$ cat config.mk
export PLATFORM = sky130hd
export DESIGN_NAME = mem_port_arbiter
export DESIGN_NICKNAME = d
export VERILOG_FILES = /design/src/rtl/mem_port_arbiter.sv
export SDC_FILE = /design/constraint.sdc
export NUM_CORES = 1
export LEC_CHECK = 0
export BUFFER_PORTS_ARGS = -buffer_cell sky130_fd_sc_hd__buf_2
export CAP_MARGIN = 20
export CORE_ASPECT_RATIO = 0.8
export CORE_MARGIN = 3
export CORE_UTILIZATION = 43
export DETAILED_ROUTE_END_ITERATION = 10
export GPL_ROUTABILITY_DRIVEN = 0
export GPL_TIMING_DRIVEN = 0
export PLACE_DENSITY_LB_ADDON = 0.12
export SYNTH_ARGS = -nofsm -noshare
export SYNTH_HDL_FRONTEND = slang
export SYNTH_SLANG_ARGS = --single-unit
$ cat constraint.sdc
create_clock -name clk -period 2.9 [get_ports clk]
set_clock_uncertainty 0.15 [all_clocks]
set_input_delay 0 -clock clk [delete_from_list [all_inputs] [get_ports clk]]
set_output_delay 0 -clock clk [all_outputs]
set_load 0.02 [all_outputs]
$ cat src/rtl/mem_port_arbiter.sv
// Arbitrates one variable-latency memory port between the instruction-fetch and
// data-access requesters, with a bounded-starvation guarantee for fetches.
module mem_port_arbiter #(
  parameter int ADDR_W     = 32,
  parameter int DATA_W     = 32,
  parameter int STARVE_MAX = 2
) (
  input  logic              clk,
  input  logic              rst,
  input  logic              inst_req,
  input  logic [ADDR_W-1:0] inst_addr,
  output logic [DATA_W-1:0] inst_rdata,
  output logic              inst_ok,
  input  logic              data_req,
  input  logic [3:0]        data_wen,
  input  logic [ADDR_W-1:0] data_addr,
  input  logic [DATA_W-1:0] data_wdata,
  output logic [DATA_W-1:0] data_rdata,
  output logic              data_ok,
  output logic              stallreq_for_mem,
  output logic              mem_req,
  output logic [3:0]        mem_wen,
  output logic [ADDR_W-1:0] mem_addr,
  output logic [DATA_W-1:0] mem_wdata,
  input  logic              mem_addr_ok,
  input  logic              mem_data_ok,
  input  logic [DATA_W-1:0] mem_rdata
);

  localparam int CNT_W = (STARVE_MAX < 1) ? 1 : $clog2(STARVE_MAX + 1);
  localparam logic [CNT_W-1:0] CNT_MAX = CNT_W'(STARVE_MAX);

  typedef enum logic [1:0] {IDLE, ISSUE, WAIT, RESP} state_t;
  typedef enum logic [1:0] {OWN_NONE, OWN_INST, OWN_DATA} owner_t;

  state_t           state;
  owner_t           owner;
  logic [CNT_W-1:0] starve_cnt;
  logic             grant_data;
  logic             resp_now;

  // Data wins a tie until the fetch side has been passed over STARVE_MAX times.
  assign grant_data = data_req & (~inst_req | (starve_cnt != CNT_MAX));

  // Memory has returned the word (or write completion) for the accepted access.
  assign resp_now = ((state == ISSUE) && mem_addr_ok && mem_data_ok) ||
                    ((state == WAIT) && mem_data_ok);

  assign stallreq_for_mem = (inst_req & ~inst_ok) | (data_req & ~data_ok);

  // NOTE: every register here, including the rdata holding registers, is plain
  // flop state and gets an explicit reset value; all updates use <= so the
  // whole block sees pre-edge values regardless of statement order.
  always_ff @(posedge clk or negedge rst) begin
    if (!rst) begin
      state      <= IDLE;
      owner      <= OWN_NONE;
      starve_cnt <= '0;
      mem_req    <= 1'b0;
      mem_wen    <= '0;
      mem_addr   <= '0;
      mem_wdata  <= '0;
      inst_ok    <= 1'b0;
      data_ok    <= 1'b0;
      inst_rdata <= '0;
      data_rdata <= '0;
    end else begin
      inst_ok <= 1'b0;
      data_ok <= 1'b0;

      if (resp_now) begin
        if (owner == OWN_INST) begin
          inst_rdata <= mem_rdata;
          inst_ok    <= 1'b1;
        end else if (owner == OWN_DATA) begin
          // Stores complete without touching the load result register.
          if (mem_wen == 4'b0000) data_rdata <= mem_rdata;
          data_ok <= 1'b1;
        end
      end

      unique case (state)
        IDLE: begin
          if (grant_data) begin
            owner     <= OWN_DATA;
            mem_addr  <= data_addr;
            mem_wen   <= data_wen;
            mem_wdata <= data_wdata;
            mem_req   <= 1'b1;
            state     <= ISSUE;
            if (inst_req && (starve_cnt != CNT_MAX)) starve_cnt <= starve_cnt + CNT_W'(1);
          end else if (inst_req) begin
            owner      <= OWN_INST;
            mem_addr   <= inst_addr;
            mem_wen    <= 4'b0000;
            mem_wdata  <= '0;
            mem_req    <= 1'b1;
            state      <= ISSUE;
            starve_cnt <= '0;
          end
        end
        ISSUE: begin
          if (mem_addr_ok) begin
            mem_req <= 1'b0;
            state   <= mem_data_ok ? RESP : WAIT;
          end
        end
        WAIT: begin
          if (mem_data_ok) state <= RESP;
        end
        RESP: begin
          state <= IDLE;
        end
        default: state <= IDLE;
      endcase
    end
  end

endmodule

[Word level (Yosys, flattened, before mapping)]
Cells that the tools add are included.
Operators by class
  bitwise gates (word level): 9
  $add $sub $neg: 1
  equality and inequality tests: 10
  muxes and demuxes: 25
  reduce and logical (&&, ||, !) cells: 15
Operator list (count)
  $mux W32: 4
  $mux W2: 8
  $mux W1: 9
  $reduce_and A3 Y1: 3
  $mux W4: 2
  $pmux W2 S4: 1
  $eq A2 B2 Y1 const B: 3
  $ne A2 B2 Y1 const B: 3
  $eq A2 B1 Y1 const B: 2
  $logic_and A1 B1 Y1: 4
  $logic_not A4 Y1: 1
  $not A1 Y1: 4
  $reduce_and A2 Y1: 2
  $reduce_and A4 Y1: 1
  $reduce_bool A2 Y1: 2
  $and A1 B1 Y1: 3
  $ne A3 B3 Y1 const B: 1
  $add A2 B1 Y2 const B: 1
  $logic_not A2 Y1: 1
  $ne A2 B1 Y1 const B: 1
  $or A1 B1 Y1: 2
  $pmux W1 S2: 1
  $logic_or A1 B1 Y1: 1
Word-level totals
  flip-flop bits (word level): 141
  input bits: 138
  output and inout bits: 136
  word-level logic and storage cells: 71

[Longest topological paths before layout]
  depth after elaboration: 5
  depth in mapped cells: 8

[Worst setup path before layout]
OpenSTA, ideal clock, no wires.
  kind: register to register
  from: register state[1]
  to: register data_rdata[10]
  slack: 892 ps
  required time: 2625 ps
  arrival: 1733 ps
  cell stages (with the launch flop): 9
  setup time: 125 ps
  clock period less this slack: 2008 ps
  cells stage by stage: dfrtp_1 > inv_1 > ha_1 > a21o_1 > nand2_2 > nor4bb_1 > buf_4 > buf_12 > mux2_4
On the way
  word-level cells in the longest chain between the ends: 5
  elaborated cells between the ends (all ways): 7
  classes of those cells: eq/ne (2); reduce/logical (5)
RTL lines
  start, declared: line 36  | state_t state;
  start signal, assigned: line 105  | state <= mem_data_ok ? RESP : WAIT;
  $eq A2 B1 Y1: line 46  | assign resp_now = ((state == ISSUE) && mem_addr_ok && mem_data_ok) ||
  $logic_and A1 B1 Y1 (2 in series): line 46
  $logic_or A1 B1 Y1 *: line 46
  $reduce_and A4 Y1 (no source line) *
  end signal, assigned: line 77  | if (mem_wen == 4'b0000) data_rdata <= mem_rdata;
  end, declared: line 18  | output logic [DATA_W-1:0] data_rdata,
Every way passes the cells marked *; elsewhere a longest branch is shown, timed or not.
A chain may end at the register's enable or synchronous reset.

[Worst setup path after layout]
  from: register state[0]
  to: register mem_addr[2]
On the way
  word-level cells in the longest chain between the ends: 2
RTL lines
  $logic_not A2 Y1: line 82  | unique case (state)
  $reduce_and A2 Y1 (no source line)
  end signal, assigned: line 86  | mem_addr <= data_addr;
  end signal, assigned: line 94  | mem_addr <= inst_addr;
  end, declared: line 23  | output logic [ADDR_W-1:0] mem_addr,
No other way between the ends.

==> impl_metrics.py <==
metrics = {
    "pwr": {
        "leakagePower_nw": 4.82,
        "total_power_mw": 10.3,
        "p_per_area_nw_per_um2": 1120,
        "vdd_drop_max_v": 0.000612,
    },
    "critical_path": {
        "end_kind": "flop",
        "cp_common_cell": "inv_1",
        "cp_data_arrival_time_ps": 2950,
        "required_ps": 3050,
        "crit_chain": "inv_1 > ha_1 > clkbuf_1 > o21ai_2 > buf_1 > a222oi_1 > dlygate4sd3_1 > inv_1",
        "crit_slowest_cell": "dlygate4sd3_1",
        "crit_path_start_kind": "flop",
        "critical_path_buf_inv_count": 5,
        "crit_path_max_fanout": 10,
        "critical_path.top_delay_family": "buffers and inverters",
        "slowest_delay_ps": 640,
        "critPathKind": "flop to flop",
    },
    "route": {
        "drt-initial-drc-count": 299,
        "vias": 4977,
        "ant_nets": 0,
        "drc_errors": 0,
        "wl_per_cell_um": 18.1,
        "vias_per_cell": 5.03,
        "wirelength_um": 17900,
        "first_pass_iters": 6,
    },
    "status": {
        "status": "completed",
    },
    "yosys": {
        "synth_ff_type": "dfrtp_1",
        "async_flop_share": 1.00,
        "synth-seq-area-share": 0.634,
        "avgSynthCellArea_um2": 15.0,
        "syn-num-nets": 513,
        "ys_ff_latch": 141,
        "syn-cell-area_um2": 5560,
        "yosysWarnings": 0,
        "synth_top_cell_area_share": 0.634,
        "synth_top_area_cell": "dfrtp_1",
        "synth-edff-count": 0,
        "postSynthCellCount": 371,
        "yosysUniqueCellTypes": 31,
        "ys_top_cells_by_area": "dfrtp_1 (63%), mux2_4 (8.1%), mux2_2 (6.3%), a222oi_1 (5.8%), a22o_1 (5.7%)",
    },
    "placed_design": {
        "place_ws_ps": 590,
        "io_buffers": 273,
        "hpwl_um": 11300,
    },
    "floorplan": {
        "num_rows": 36,
        "boundaryPins": 274,
        "initial_core_util": 0.449,
        "die_w_um": 133,
        "fp.dieH_um": 108,
        "coreArea_um2": 12400,
        "die_area_um2": 14300,
    },
    "layout": {
        "area_growth_pct": 66.2,
        "antenna-diode-count": 0,
        "fillCellCount": 801,
        "drive_above_1_share": 0.472,
        "nNetsFinal": 947,
        "utilization": 0.746,
        "seqCellArea_um2": 3530,
        "multi_input_area_um2": 1730,
    },
    "sta": {
        "fin_crit_sh": 0.968,
        "period_minus_slack_ps": 2810,
        "fmaxAchievable_mhz": 356,
        "finalHoldViolations": 0,
        "setup_violations": 0,
        "relSlewSlack": 0.653,
        "holdWs_ps": 189,
        "worstMarginPinSlew_ps": 520,
        "layout_setup_ws_ps": 91.9,
        "drv_slew": 0,
        "rsz0062_at_grt": "yes",
    },
    "grt": {
        "antenna_found_initial": 0,
        "grt_pass1_wl_um": 28100,
        "track_usage": 0.251,
        "grt_overflow": 0,
        "grt_max_degree": 88,
        "grt_pass1_vias": 5586,
    },
    "worst_hold_path": {
        "hp-class": "input port to flop",
    },
    "clocking": {
        "cts_tree": "yes",
        "cts_max_path_buffers": 2,
        "numCtsBuffers": 17,
        "clk_latency_ps": 410,
        "root_buffer": "clkbuf_16",
        "cts-htree-levels": 4,
        "clkSlewWorstSetupHoldPaths_ps": 60,
        "clock-sinks": 141,
    },
    "flow_run": {
        "maxCapViolCount": 0,
    },
}
[final cells by class]
class / instances / share of cell area
Multi-Input combinational cell: 167 / 0.187
Sequential cell: 141 / 0.382
Timing Repair Buffer: 415 / 0.306
Inverter: 38 / 0.0154
Clock inverter: 12 / 0.0198
Tap cell: 171 / 0.0231
Buffer: 25 / 0.0181
Clock buffer: 20 / 0.0483
[cell usage after synthesis (2+ instances only)]
cell,number
dfrtp_1,141
inv_1,38
a22o_1,36
a222oi_1,32
mux2_2,31
mux2_4,30
clkbuf_1,13
buf_2,5
a21o_1,4
buf_4,4
ha_1,4
mux2_1,4
nand2_1,4
buf_12,3
o21ai_0,3
nand2b_1,2
nor2_1,2
nor2b_1,2
[power by group]
part / total (mW) / internal [mW] / switching, mW
clock network: 2.31 / 1.47 / 0.841
registers: 3.42 / 2.89 / 0.536
logic: 4.59 / 2.14 / 2.45
[cells by family (layout without fill, tap and decap cells)]
kind of cell / after synthesis / in the layout / synth area share
flip-flops: 141 / 141 / 0.634
AND/OR/NAND/NOR: 16 / 16 / 0.0182
AO/OA/AOI/OAI: 82 / 82 / 0.131
buffers and inverters: 63 / 510 / 0.0551
adder cells (fa/ha/maj): 4 / 4 / 0.00900
multiplexers: 65 / 65 / 0.152
[routing by layer]
metal | global-route usage | part of all wire | vias to the layer above
met3 | 0.0790 | 0.070 | 43
li1 | - | - | 2247
met2 | 0.438 | 0.51 | 232
met1 | 0.287 | 0.39 | 2455
met4 | 0.108 | 0.028 | 0
met5 | 0 | 0 | -
[registers in the layout, indices dropped and copies added, names as in the netlist, 2 cells and up]
register and flops:
data_rdata 32, owner 2, mem_wen 4, state 2, mem_wdata 32, starve_cnt 2
inst_rdata 32, mem_addr 32
[per-stage QoR]
step                      instances  area, um2  TNS (ps)
after floorplan                 371       5560         0
after global placement          815       7140    -37050
after detailed placement        816       7180         0
after CTS                       989       9230         0
after global routing            989       9240      -108
final                           989       9240         0
[final timing paths]
check / startpoint / to / slack [ps] / cells past startpoint
min reg2reg: inst_rdata[9]$_DFFE_PN0P_ / inst_rdata[9]$_DFFE_PN0P_ / 330 / 1
max in group asynchronous: rst / data_ok$_DFF_PN0_ / 1650 / 4
max reg2reg: state[0]$_DFFE_PN0P_ / mem_addr[2]$_DFFE_PN0P_ / 90 / 8
max: state[0]$_DFFE_PN0P_ / mem_addr[2]$_DFFE_PN0P_ / 90 / 8
min in group asynchronous: rst / mem_wdata[7]$_DFFE_PN0P_ / 530 / 4
min: data_wen[1] / mem_wen[1]$_DFFE_PN0P_ / 190 / 3
[worst register-to-register path: stages, from the launching register on]
cell           delay, ps
dfrtp_1              420
inv_1                110
ha_1                 140
clkbuf_1             240
o21ai_2              220
buf_1                290
a222oi_1             440
dlygate4sd3_1        640
inv_1                 50
[layout by cell type (no fill, tap or decap), types with 2 or more instances in the layout]
master and count:
a21o_1 4, dlygate4sd3_1 140, nand2_1 4, dfrtp_1 141, nor2b_1 2, clkbuf_1 11, buf_16 2, buf_2 277
buf_4 4, a222oi_1 32, nand2b_1 2, mux2_1 4, clkbuf_2 3, bufinv_16 4, ha_1 4, mux2_2 31
inv_6 4, mux2_4 30, buf_12 3, o21ai_0 3, clkinvlp_4 3, clkbuf_16 17, inv_1 38, a22o_1 36
[repair_timing]
action | 4_1_cts | 5_1_grt
hold buffers | 141 | 0
setup buffers | 0 | 0
hold endpoints to repair | 277 | 0
endpoints found under the setup margin | 0 | 31
gates resized for setup | 0 | 9
Note: power is estimated with default switching activity, not from simulation.
